==> config.mk <==
export PLATFORM = sky130hd
export DESIGN_NAME = spram_load_sequencer
export DESIGN_NICKNAME = d
export VERILOG_FILES = /design/src/rtl/spram_load_sequencer_pkg.sv /design/src/rtl/spram_stream_outreg.sv /design/src/rtl/spram_load_sequencer.sv
export SDC_FILE = /design/constraint.sdc
export NUM_CORES = 1
export LEC_CHECK = 0
export ABC_AREA = 1
export BUFFER_PORTS_ARGS = -buffer_cell sky130_fd_sc_hd__buf_2
export CAP_MARGIN = 10
export CORE_MARGIN = 3
export CORE_UTILIZATION = 50
export DETAILED_ROUTE_END_ITERATION = 16
export PLACE_DENSITY = 0.72
export SLEW_MARGIN = 20
export SYNTH_ARGS = -nofsm -noshare
export SYNTH_HDL_FRONTEND = slang
export SYNTH_SLANG_ARGS = --single-unit
==> constraint.sdc <==
create_clock -name clk -period 1.9 [get_ports clk]
set_input_delay 0.19 -clock clk [delete_from_list [all_inputs] [get_ports clk]]
set_output_delay 0.19 -clock clk [all_outputs]
set_load 0.01 [all_outputs]
==> src/rtl/spram_load_sequencer_pkg.sv <==
// spram_load_sequencer_pkg: shared state encoding, word-count clamp and default limits for the SPRAM load sequencer
package spram_load_sequencer_pkg;
  typedef enum logic [2:0] {
    S_IDLE,
    S_DROP,
    S_LOAD,
    S_PRIME,
    S_STREAM,
    S_DRAIN,
    S_HOLD,
    S_ERR
  } state_t;
  localparam logic [14:0] MAX_WORDS_DEF    = 15'd16384;
  localparam logic [23:0] LOAD_TIMEOUT_DEF = 24'd2_000_000;
  localparam logic [2:0]  DROP_CYCLES_DEF  = 3'd4;
  function automatic logic [14:0] clamp_words(input logic [14:0] n, input logic [14:0] lim);
    return (n > lim) ? lim : n;
  endfunction
endpackage

==> src/rtl/spram_stream_outreg.sv <==
// spram_stream_outreg: 1-entry valid/ready output register that generates the FIFO pop enable
// Ports: clk/resetn; clr drops valid; en/avail qualify a pop; din is the FIFO head;
// ready from the consumer; pop to the FIFO; data/valid drive the stream.
module spram_stream_outreg #(
  parameter int W = 32
) (
  input  logic         clk,
  input  logic         resetn,
  input  logic         clr,
  input  logic         en,
  input  logic         avail,
  input  logic         ready,
  input  logic [W-1:0] din,
  output logic         pop,
  output logic [W-1:0] data,
  output logic         valid
);
  // Pop only when the slot is empty or being drained this cycle, so data never changes under a stall.
  assign pop = en && avail && !clr && (!valid || ready);
  always_ff @(posedge clk or negedge resetn) begin
    if (!resetn) begin
      data  <= '0;
      valid <= 1'b0;
    end else if (clr) begin
      valid <= 1'b0;
    end else if (pop) begin
      data  <= din;
      valid <= 1'b1;
    end else if (ready) begin
      valid <= 1'b0;
    end
  end
endmodule

==> src/rtl/spram_load_sequencer.sv <==
// spram_load_sequencer: sequences loader init/fill, supervises load timeout and streams FIFO words downstream
// Ports: clk/resetn; i_start/i_skip_load/i_num_words/i_abort control; o_busy/o_done/o_error status;
// o_init/o_fill/i_load_done/i_fifo_empty/o_fifo_rd/i_fifo_dout loader side;
// o_data/o_valid/i_ready stream; o_words_left remaining words to pop.
module spram_load_sequencer
  import spram_load_sequencer_pkg::*;
#(
  parameter logic [23:0] LOAD_TIMEOUT = LOAD_TIMEOUT_DEF,
  parameter logic [14:0] MAX_WORDS    = MAX_WORDS_DEF,
  parameter logic [2:0]  DROP_CYCLES  = DROP_CYCLES_DEF
) (
  input  logic        clk,
  input  logic        resetn,
  input  logic        i_start,
  input  logic        i_skip_load,
  input  logic [14:0] i_num_words,
  input  logic        i_abort,
  output logic        o_busy,
  output logic        o_done,
  output logic        o_error,
  output logic        o_init,
  output logic        o_fill,
  input  logic        i_load_done,
  input  logic        i_fifo_empty,
  output logic        o_fifo_rd,
  input  logic [31:0] i_fifo_dout,
  output logic [31:0] o_data,
  output logic        o_valid,
  input  logic        i_ready,
  output logic [14:0] o_words_left
);
  state_t      state, state_nx;
  logic [2:0]  drop_cnt;
  logic [23:0] tmo;
  logic        start_ok;
  logic        pop;
  assign start_ok = i_start && !i_abort && (state == S_IDLE || state == S_HOLD || state == S_ERR);
  assign o_fifo_rd = pop;
  // The last word is accepted when the slot drains with nothing left to pop, in STREAM or DRAIN.
  assign o_done = (state == S_STREAM || state == S_DRAIN) && o_words_left == 15'd0
                  && o_valid && i_ready && !i_abort;
  always_comb begin
    state_nx = state;
    o_init   = 1'b0;
    o_fill   = 1'b0;
    o_busy   = 1'b0;
    o_error  = 1'b0;
    if (i_abort) state_nx = S_IDLE;
    else case (state)
      S_IDLE:   if (i_start) state_nx = S_DROP;
      S_DROP:   if (drop_cnt == DROP_CYCLES - 3'd1) state_nx = S_LOAD;
      S_LOAD:   state_nx = i_load_done ? S_PRIME : (tmo == LOAD_TIMEOUT - 24'd1) ? S_ERR : S_LOAD;
      S_PRIME:  state_nx = (o_words_left == 15'd0) ? S_HOLD : !i_fifo_empty ? S_STREAM : S_PRIME;
      S_STREAM: if (o_words_left == 15'd0) state_nx = S_DRAIN;
      S_DRAIN:  if (!o_valid || i_ready) state_nx = S_HOLD;
      S_HOLD:   if (i_start) state_nx = i_skip_load ? S_PRIME : S_DROP;
      S_ERR:    if (i_start) state_nx = S_DROP;
      default:  state_nx = S_IDLE;
    endcase
    o_init  = state inside {S_LOAD, S_PRIME, S_STREAM, S_DRAIN, S_HOLD};
    o_fill  = state inside {S_PRIME, S_STREAM, S_DRAIN};
    o_busy  = state inside {S_DROP, S_LOAD, S_PRIME, S_STREAM, S_DRAIN};
    o_error = state == S_ERR;
  end
  always_ff @(posedge clk or negedge resetn) begin
    if (!resetn) begin
      state        <= S_IDLE;
      drop_cnt     <= 3'd0;
      tmo          <= 24'd0;
      o_words_left <= 15'd0;
    end else begin
      state        <= state_nx;
      drop_cnt     <= (state == S_DROP) ? drop_cnt + 3'd1 : 3'd0;
      tmo          <= (state != S_LOAD) ? 24'd0 : (&tmo) ? tmo : tmo + 24'd1;
      o_words_left <= i_abort ? 15'd0 :
                      start_ok ? clamp_words(i_num_words, MAX_WORDS) :
                      pop ? o_words_left - 15'd1 : o_words_left;
    end
  end
  spram_stream_outreg #(.W(32)) u_outreg (
    .clk    (clk),
    .resetn (resetn),
    .clr    (i_abort),
    .en     (state == S_STREAM),
    .avail  (!i_fifo_empty && o_words_left != 15'd0),
    .ready  (i_ready),
    .din    (i_fifo_dout),
    .pop    (pop),
    .data   (o_data),
    .valid  (o_valid)
  );
endmodule

* Yosys cells after proc, flatten, opt, wreduce, memory -nomap -nowiden
Cells that the tools add are included. W data, S select, Z words.
Storage, ports and cells: register bits 78, input bits 55, output and inout port bits 54, word-level logic and storage cells 78
Cells by class: add/sub/neg operators 3, order comparisons 1, equality and inequality tests 16, mux-type cells 22, bitwise logic cells 1, reductions and logical operators 29
Operators with widths (count):
- $mux W15 | 4
- $mux W24 | 2
- $mux W3 | 11
- $add A24 B1 Y24 const B | 1
- $eq A24 B21 Y1 const B | 1
- $reduce_and A24 Y1 | 1
- $pmux W3 S7 | 1
- $gt A15 B15 Y1 const B | 1
- $logic_not A15 Y1 | 1
- $reduce_bool A15 Y1 | 1
- $sub A15 B1 Y15 const B | 1
- $eq A3 B3 Y1 const B | 4
- $ne A3 B3 Y1 const B | 4
- $logic_and A1 B1 Y1 | 10
- $reduce_bool A5 Y1 | 2
- $eq A3 B2 Y1 const B | 3
- $reduce_bool A3 Y1 | 3
- $reduce_and A5 Y1 | 1
- $logic_or A1 B1 Y1 | 4
- $add A3 B1 Y3 const B | 1
- $eq A3 B1 Y1 const B | 1
- $logic_not A1 Y1 | 3
- $logic_not A3 Y1 | 1
- $mux W1 | 3
- other kinds (7) | 7

* Longest topological paths before layout
Gate-level depths: netlist of the first run.
word-level depth 8, mapped depth 10, mapped depth without buffers 10

* Modules after synthesis
From an unflattened synthesis of the first run, not the netlist that was laid out.
Second synthesis, totals: cell total of the unflattened synthesis 653, area total of the unflattened synthesis 4573.1 µm²
By module, submodules not included:
- spram_load_sequencer | instances 1, cells an instance 508, area each 3230.6 µm², sequential area each 1126.1 µm²
- spram_stream_outreg | instances 1, cells an instance 145, area each 1342.5 µm², sequential area each 825.8 µm²

* Least setup slack after synthesis of the first run
Ideal clock, no wire load.
path type flip-flop to flip-flop, start point reg o_words_left[0], end point reg o_words_left[14], library setup time 0.121 ns, arrival 1.631 ns, data required time 1.779 ns, path slack 0.149 ns, stages on the path, launching flop included 9, path buffers 0, clock period less this slack 1.751 ns, cells stage by stage dfrtp_1 > inv_1 > ha_1 > nand3_1 > nor2_1 > nand3_1 > or2_2 > nor2_1 > o21ai_1
Between the ends: cells in the longest elaborated chain, start to end 6, elaborated cells between the ends (all ways) 10, classes of those cells add/sub (1); mux (3); reduce/logical (6)
RTL lines:
- start: declaration | RTL line spram_load_sequencer.sv:30 | output logic [14:0] o_words_left
- start signal: assignment | RTL line spram_load_sequencer.sv:75 | o_words_left <= i_abort ? 15'd0 :
- branches (longest 6 deep; another with $sub A15 B1 Y15)
Several ways; the timed one is not identified. The select of a mux whose other input is x is not followed. A chain may end at the register's enable or synchronous reset.

* Worst setup path in the final report of the first run
start point reg o_words_left[0], end point out o_fifo_rd
Between the ends: cells in the longest elaborated chain, start to end 5
RTL lines:
- $reduce_bool A15 Y1 | RTL line spram_load_sequencer.sv:85 | .avail (!i_fifo_empty && o_words_left != 15'd0),
- $logic_and A1 B1 Y1 | RTL line spram_load_sequencer.sv:85
- $logic_and A1 B1 Y1 (3 in series) | RTL line spram_stream_outreg.sv:19 | assign pop = en && avail && !clr && (!valid || ready);
- end: declaration | RTL line spram_load_sequencer.sv:25 | output logic o_fifo_rd,
Every way passes these cells.

==> metrics.yaml, run 1 <==
status:
  run_status: "complete, no violations"
setup_path:
  path_class: "register to primary output"
  required_ps: 1710
  worstRegToRegCells: 13
  worstPathArrival_ps: 1690
  crit_chain: "inv_2 -> ha_4 -> nand3_4 -> nor2_4 -> nand3_2 -> nand3_4 -> inv_8 -> buf_2"
  worst-path-stages: 8
  end_kind: "primary output"
  slowest_delay_ps: 410
  slowest_stage: "dfrtp_1"
  cp_top_family: "simple AND/OR/NAND/NOR gates"
  start_kind: "register"
  worst-path-buf-inv: 3
  path_max_fanout: 15
  cpMostUsedCell: "nand3_4"
sta:
  tns_ps: 0
  finalMaxSlewViolations: 0
  max-slew-margin-rel_pct: 70.9
  rsz0062_at_grt: "yes"
  fin_crit_ps: 1880
  setup_ws_ps: 15.7
  fmax_ghz: 0.531
  skew_ps: 15.1
  fin_crit_sh_pct: 99.2
  worst_slew_pin_slew_ps: 436
  hold_viol_final: 0
  setup_viol: 0
floorplan:
  die_h_um: 100
  row_count: 33
  start_util_pct: 52.9
  die_w_um: 100
  core_area_um2: 8420
  io_pins: 109
  die-area_um2: 10100
clocking:
  cts.clk_slew.worst_paths_ps: 100
  tritoncts: "done"
  insertion_delay_ps: 350
  cts_made_buffers: 9
  htreeDepth: 3
  cts_root_buffer: "clkbuf_8"
  cts_sinks: 78
  cts_buffer_depth: 2
route:
  detail-route-antenna-nets: 0
  vias: 4626
  vias_per_cell: 5.20
  drt_first_iter_violations: 254
  drt_pass1_iterations: 5
  finalWirelength_um: 11900
  avgRoutedWirePerCell_um: 13.3
  drcViolationCount: 0
grt:
  grt_usage_pct: 23.8
  first_global_vias: 4399
  grt_max_degree: 61
  overflow: 0
  grt_pass1_wl_um: 19600
  antenna_found_initial: 0
job:
  drv_cap: 0
cells_and_area:
  drive_gt1_share_pct: 24.7
  layout.nets: 838
  n_antenna_cell: 0
  utilization_pct: 66.6
  final_cell_area_um2: 5610
  syn_to_final_growth_pct: 25.9
  nFillCells: 753
placement:
  gp_congestion: 0.921
  dp_slack_ps: 13.0
  placed_area_um2: 5180
  io_buffers: 108
  detailed_place_hpwl_um: 8560
yosys:
  syn_avg_cell_area_um2: 6.95
  yosysSeqAreaShare_pct: 43.8
  synth_fp_nets: 700
  yosys.cell_types.count: 35
  synthCells: 641
  ys_warn_count: 0
  synth-seq-cells: 78
  synth_area_um2: 4460
min_path:
  hold_path.class: "input port to register"
  hold_depth: 3
power:
  peakVddDrop_mv: 0.688
  p_per_area_nw_per_um2: 1080
  fin_total_pwr_mw: 6.04
  leakage_nw: 3.25
## where the power goes
group	leakage (nW)	internal, mW	total [mW]	switching, mW
logic	2.09	1.06	2.65	1.58
registers	1.07	1.92	2.19	0.265
clock network	0.0892	0.502	1.20	0.701
total	3.25	3.49	6.04	2.55
## synthesized netlist by cell type
| cell type | number | area [um^2] |
|---|---|---|
| nor3_1 | 10 | 50.1 |
| nor2_2 | 4 | 25.0 |
| xor2_1 | 2 | 17.5 |
| o21bai_1 | 1 | 7.51 |
| xnor2_1 | 1 | 8.76 |
| or3_1 | 1 | 6.26 |
| nand4_1 | 12 | 75.1 |
| inv_2 | 4 | 15.0 |
| nor3b_1 | 1 | 7.51 |
| nand3_1 | 68 | 340 |
| nor2_1 | 71 | 267 |
| buf_4 | 3 | 22.5 |
| nand3_2 | 2 | 20.0 |
| o2111ai_1 | 1 | 8.76 |
| a311oi_1 | 1 | 8.76 |
| inv_4 | 1 | 6.26 |
| a21oi_4 | 1 | 16.3 |
| or2_2 | 5 | 31.3 |
| inv_1 | 60 | 225 |
| buf_2 | 7 | 35.0 |
| o31ai_1 | 2 | 15.0 |
| o21ai_0 | 16 | 80.1 |
| o21ai_4 | 1 | 16.3 |
| a31oi_1 | 3 | 18.8 |
| dfrtp_1 | 78 | 1950 |
| nand2_4 | 1 | 11.3 |
| o21ai_1 | 1 | 5.00 |
| nand3b_1 | 2 | 15.0 |
| buf_6 | 3 | 33.8 |
| nor3b_2 | 1 | 12.5 |
| nand2_1 | 266 | 998 |
| ha_1 | 4 | 50.1 |
| a21oi_1 | 3 | 15.0 |
| a21o_1 | 3 | 22.5 |
| nand3_4 | 1 | 17.5 |
## per-stage QoR
step | cells | hold WS, ps
6_report | 889 | 23.0
5_1_grt | 889 | 17.3
4_1_cts | 882 | 9.13
3_5_place_dp | 856 | 88.4
3_3_place_gp | 856 | 86.3
2_1_floorplan | 641 | -106
## cells by family after synthesis
kind of cell	synth area share, %
buffers and inverters	7.58
AND/OR/NAND/NOR	42.1
adder cells (fa/ha/maj)	1.12
XOR/XNOR	0.590
flip-flops	43.8
AO/OA/AOI/OAI	4.80
## worst paths after layout
path	start	endpoint	slack [ps]
worst max-delay path	o_words_left[0]$_DFFE_PN0P_	o_fifo_rd	20
worst min-delay path	i_fifo_dout[16]	u_outreg.data[16]$_DFFE_PN0P_	20
worst max register to register	o_words_left[0]$_DFFE_PN0P_	state[0]$_DFFE_PN0P_	50
worst min register to register	drop_cnt[0]$_DFF_PN0_	drop_cnt[0]$_DFF_PN0_	440
max in group asynchronous	resetn	o_words_left[4]$_DFFE_PN0P_	1040
min in group asynchronous	resetn	tmo[6]$_DFFE_PN0P_	250
## per-layer routing
metal	routed length (um)	global-route usage [%]
met1	5230	32.2
met2	5560	38.7
met3	843	4.10
met4	219	7.98
met5	0	0
## registers in the layout (all words and copies together) (netlist names)
| signal | cells |
|---|---|
| drop_cnt | 3 |
| state | 3 |
| u_outreg.valid | 1 |
| o_words_left | 15 |
| u_outreg.data | 32 |
| tmo | 24 |
## layout by cell type, fill, tap and decap left out, drive strengths merged
cell type,netlist,layout
a21o,3,3
a21oi,4,4
a311oi,1,1
a31oi,3,3
buf,13,138
clkbuf,0,9
clkinvlp,0,2
dfrtp,78,78
dlygate4sd3,0,1
ha,4,4
inv,65,70
nand2,267,267
nand3,71,72
nand3b,2,2
nand4,12,12
nor2,75,75
nor3,10,10
nor3b,2,2
o2111ai,1,1
o21ai,18,18
o21bai,1,1
o31ai,2,2
or2,5,5
or3,1,1
xnor2,1,1
xor2,2,2
## tightest hold or removal path, stage by stage
cell,delay (ps)
buf_2,70
nand2_1,40
nand2_1,40
## final cells by class
type	instances	area [um^2]	share of cell area [%]
clock buffers	9	124	2.21
clock inverters	7	61.3	1.09
inverters	65	254	4.53
multi-input cells	486	2280	40.6
flip-flops and latches	78	1950	34.8
well taps	105	131	2.34
repair buffers	139	807	14.4
## what timing repair did
| action | CTS | global route |
|---|---|---|
| setup buffers | 9 | 6 |
| endpoints found under the hold margin | 18 | 0 |
| gates cloned | 0 | 1 |
| hold buffers | 1 | 0 |
| endpoints found under the setup margin | 4 | 61 |
| resized for setup | 15 | 17 |
| pin swaps | 4 | 7 |
Note: power is estimated with default switching activity, not from simulation.
==> run 2: changes to the inputs <==
Settings changed: CORE_MARGIN 3 to 2, SLEW_MARGIN 20 to unset.
Clock period 1.9 ns to 2.2 ns, I/O delays scaled along.
==> run 2 against run 1 <==
Compared with the run above: core utilization fell by 4.0 points; via count shrank 2.7%; first-iteration DRC count shrank 25%; sequential share of layout area grew 1.1 points; sequential cell count is the same; cell area down 3.2%; clock power down 7%; cell count decreased by 1.7%; highest routed layer unchanged; hold slack better by 38 ps.
==> metrics.yaml, run 2 (same netlist as run 1, synthesis figures left out) <==
route:
  detail-route-antenna-nets: 0
  finalWirelength_um: 11300
  avgRoutedWirePerCell_um: 12.9
  drt_pass1_iterations: 4
  vias: 4499
  drt_first_iter_violations: 191
  drcViolationCount: 0
  vias_per_cell: 5.15
grt:
  grt_max_degree: 44
  antenna_found_initial: 0
  first_global_vias: 4343
  grt_pass1_wl_um: 18900
  grt_usage_pct: 23.7
  overflow: 0
sta:
  fmax_ghz: 0.480
  whs_ps: 60.6
  tns_ps: 0
  fin_crit_ps: 2080
  hold_viol_final: 0
  skew_ps: 7.04
  rsz0062_at_grt: "no"
  fin_crit_sh_pct: 94.7
  worst_slew_pin_slew_ps: 508
  setup_viol: 0
  finalMaxSlewViolations: 0
  max-slew-margin-rel_pct: 66.1
clocking:
  htreeDepth: 3
  cts_sinks: 78
  insertion_delay_ps: 350
  tritoncts: "done"
  cts.clk_slew.worst_paths_ps: 90
  cts_root_buffer: "clkbuf_8"
  cts_buffer_depth: 2
  cts_made_buffers: 9
floorplan:
  row_count: 34
  start_util_pct: 51.4
  die-area_um2: 9680
  die_h_um: 98.4
  core_area_um2: 8680
  die_w_um: 98.4
  io_pins: 109
placement:
  io_buffers: 108
  placed_area_um2: 5120
  gp_congestion: 0.925
  detailed_place_hpwl_um: 8470
  placed_cells: 851
setup_path:
  worst-path-stages: 6
  end_kind: "primary output"
  worstRegToRegCells: 10
  worstPathArrival_ps: 1860
  start_kind: "register"
  path_class: "register to primary output"
  required_ps: 1980
  path_max_fanout: 37
  crit_end: "o_fifo_rd"
  crit_chain: "nor2_2 -> nand2_1 -> nor2_2 -> nand3_4 -> inv_6 -> buf_2"
  slowest_delay_ps: 460
  critPathLaunch: "state[1]$_DFFE_PN0P_"
  slowest_stage: "dfrtp_1"
  cp_top_family: "simple AND/OR/NAND/NOR gates"
  r2r-start: "o_words_left[0]$_DFFE_PN0P_"
  cpMostUsedCell: "nor2_2"
  rrSetupSlack_ps: 260
  worst-path-buf-inv: 2
  r2r_end: "u_outreg.data[14]$_DFFE_PN0P_"
cells_and_area:
  drive_gt1_share_pct: 21.3
  fin_cells: 874
  largest_register_ffs: 32
  syn_to_final_growth_pct: 21.9
  layout_commonest_cell: "nand2_1"
  reg_top3: "u_outreg.data x32, tmo x24, o_words_left x15"
  final_cell_mix: "nand2_1 (266), buf_2 (107), dfrtp_1 (78)"
  n_antenna_cell: 0
  layout.nets: 820
  final_cell_area_um2: 5430
  regMostFlops: "u_outreg.data"
min_path:
  hold_path.class: "input port to register"
power:
  p_per_area_nw_per_um2: 932
  peakVddDrop_mv: 0.667
  leakage_nw: 3.16
  fin_total_pwr_mw: 5.06
status:
  run_status: "complete, no violations"
job:
  drv_cap: 0
[run 2: power by group]
part | leakage [nW] | internal [mW] | switching, mW | total [mW]
Clock | 0.103 | 0.561 | 0.551 | 1.11
Combinational | 1.98 | 0.776 | 1.29 | 2.06
Sequential | 1.08 | 1.66 | 0.232 | 1.89
[run 2: how the worst min path moves through the flow]
stage	from	endpoint	slack (ps)	cells past startpoint
after floorplan	resetn	drop_cnt[0]$_DFF_PN0_	-80	0
after global placement	resetn	tmo[9]$_DFFE_PN0P_	220	1
after detailed placement	resetn	tmo[13]$_DFFE_PN0P_	220	1
after CTS	i_fifo_dout[27]	u_outreg.data[27]$_DFFE_PN0P_	40	3
after global routing	i_fifo_dout[24]	u_outreg.data[24]$_DFFE_PN0P_	40	3
final	i_fifo_dout[27]	u_outreg.data[27]$_DFFE_PN0P_	60	3
[run 2: tightest hold or removal path: stages]
cell     delay (ps)
buf_2            70
nand2_1          40
nand2_1          40
[run 2: what timing repair did]
item | in CTS | in global routing
pin swaps | 2 | 1
hold buffers | 1 | 0
resized for setup | 5 | 6
endpoints found under the hold margin | 35 | 0
endpoints found under the setup margin | 2 | 25
setup buffers | 2 | 4
[run 2: per-stage QoR]
step | worst slack, ps | util [%]
after global placement | 289 | 59.0
after CTS | 18.1 | 61.9
after detailed placement | 222 | 59.0
after global routing | 1.42 | 62.6
final | 117 | 62.6
after floorplan | 449 | -
[run 2: layout make-up]
class | instances | area, um^2
Clock buffer | 10 | 138
Tap cell | 108 | 135
Inverter | 65 | 249
Multi-Input combinational cell | 485 | 2210
Fill cell | 817 | 3250
Sequential cell | 78 | 1950
Clock inverter | 6 | 68.8
Timing Repair Buffer | 122 | 676
[run 2: routing by layer]
metal	vias to the layer above	routed length (um)	track usage, %
li1	2266	-	-
met1	2101	4860	30.0
met2	104	5720	40.8
met3	28	475	4.82
met4	0	232	7.69
met5	-	0	0
==> run 3: changes to the inputs <==
Settings changed: BUFFER_PORTS_ARGS -buffer_cell sky130_fd_sc_hd__buf_2 to -buffer_cell sky130_fd_sc_hd__clkbuf_2.
==> run 3 against run 2 <==
Compared with the run above: clock skew up 4.2 ps; register-to-register slack worse by 50 ps; hold slack worse by 13 ps.
==> metrics.yaml, run 3 (same netlist as run 1, synthesis figures left out) <==
setup_path:
  end_kind: "primary output"
  path_max_fanout: 37
  required_ps: 1980
  path_class: "register to primary output"
  worstPathArrival_ps: 1870
  start_kind: "register"
power:
  power_frac_clock_pct: 22.2
  internal_power_mw: 2.93
  switching_share_pct: 41.6
  fin_total_pwr_mw: 5.02
  p_per_area_nw_per_um2: 930
  peakVddDrop_mv: 0.505
  leakage_nw: 3.10
  p_seq_share_pct: 37.7
  switchingPower_mw: 2.09
  power_frac_comb_pct: 40.0
cells_and_area:
  final_cell_mix: "nand2_1 (266), clkbuf_2 (107), dfrtp_1 (78)"
  drive_gt1_share_pct: 20.9
  layout_commonest_cell: "nand2_1"
  fin_cells: 872
  syn_to_final_growth_pct: 21.1
  largest_register_ffs: 32
  n_antenna_cell: 0
  layout.nets: 818
  utilization_pct: 62.2
  nFillCells: 811
  reg_top3: "u_outreg.data x32, tmo x24, o_words_left x15"
  regMostFlops: "u_outreg.data"
sta:
  tns_ps: 0
  fmax_ghz: 0.480
  hold_viol_final: 0
  finalMaxSlewViolations: 0
  fin_crit_sh_pct: 94.8
  whs_ps: 47.4
  skew_ps: 11.2
  fin_crit_ps: 2090
  max-slew-margin-rel_pct: 63.7
  worst_slew_pin_slew_ps: 544
  setup_viol: 0
placement:
  gp_congestion: 0.898
  io_buffers: 108
  detailed_place_hpwl_um: 8420
  placed_cells: 852
clocking:
  tritoncts: "done"
  cts_made_buffers: 9
  htreeDepth: 3
  cts_sinks: 78
  cts_root_buffer: "clkbuf_8"
  cts.clk_slew.worst_paths_ps: 90
  cts_buffer_depth: 2
  insertion_delay_ps: 360
grt:
  overflow: 0
  first_global_vias: 4249
  grt_pass1_wl_um: 19100
  grt_usage_pct: 24.0
  grt_max_degree: 41
  antenna_found_initial: 0
status:
  run_status: "complete, no violations"
route:
  avgRoutedWirePerCell_um: 13.1
  vias_per_cell: 5.14
  finalWirelength_um: 11400
  detail-route-antenna-nets: 0
  drt_first_iter_violations: 300
  drt_pass1_iterations: 5
  vias: 4478
  drcViolationCount: 0
floorplan:
  core_area_um2: 8680
  io_pins: 109
  die_h_um: 98.4
  die_w_um: 98.4
  row_count: 34
  start_util_pct: 51.4
  die-area_um2: 9680
min_path:
  hold_path.class: "input port to register"
job:
  drv_cap: 0
==> run 3: routing by layer <==
layer	vias up	track usage, %	routed length, um
met3	17	4.11	497
met2	97	40.7	5690
met4	0	8.43	180
met5	-	0	0
li1	2268	-	-
met1	2096	31.3	5040
==> run 3: timing repair <==
action | CTS | global route
setup buffers | 1 | 2
hold endpoints to repair | 39 | 0
hold buffers | 1 | 0
cloned | 0 | 0
pin swaps | 2 | 1
endpoints found under the setup margin | 2 | 15
gates resized for setup | 6 | 6
==> run 3: metrics by stage <==
step / setup slack, ps / instance area (um^2)
2_1_floorplan: 449 / 4460
3_3_place_gp: 278 / 5120
3_5_place_dp: 180 / 5120
4_1_cts: -24.3 / 5360
5_1_grt: -1.87 / 5400
6_report: 115 / 5400
==> run 3: final cells by class <==
class                      instances  area, um^2  share of cell area (%)
timing repair buffer             120         648                    12.0
clock buffer                      10         128                    2.36
clock inverter                     6        70.1                    1.30
tap                              108         135                    2.50
sequential                        78        1950                    36.2
multi-input combinational        485        2210                    41.0
inverter                          65         251                    4.66
==> run 3: power by group through the flow <==
stage / Sequential, mW / Clock (mW) / Combinational, mW
global route: 1.93 / 1.20 / 2.27
detailed placement: 1.92 / 0 / 1.85
floorplan: 1.96 / 0 / 1.17
global placement: 1.91 / 0 / 1.82
CTS: 1.89 / 1.14 / 1.92
finish: 1.89 / 1.12 / 2.01
==> run 3: worst paths after layout <==
kind | start | to | slack, ps | depth (start not counted)
max in group asynchronous | resetn | o_words_left[4]$_DFFE_PN0P_ | 1220 | 3
hold reg to reg | drop_cnt[0]$_DFF_PN0_ | drop_cnt[0]$_DFF_PN0_ | 440 | 1
hold / removal | i_fifo_dout[10] | u_outreg.data[10]$_DFFE_PN0P_ | 50 | 3
min in group asynchronous | resetn | tmo[16]$_DFFE_PN0P_ | 380 | 2
setup / recovery | o_words_left[0]$_DFFE_PN0P_ | o_fifo_rd | 110 | 8
setup reg to reg | o_words_left[0]$_DFFE_PN0P_ | u_outreg.data[6]$_DFFE_PN0P_ | 210 | 10
==> run 3: critical path, stage by stage (launching register included) <==
cell      delay (ps)
dfrtp_1          430
inv_2            110
ha_4             160
nand3_4          120
nor2_4           180
nand3_4          110
nand3_4          150
inv_8            100
clkbuf_2         140
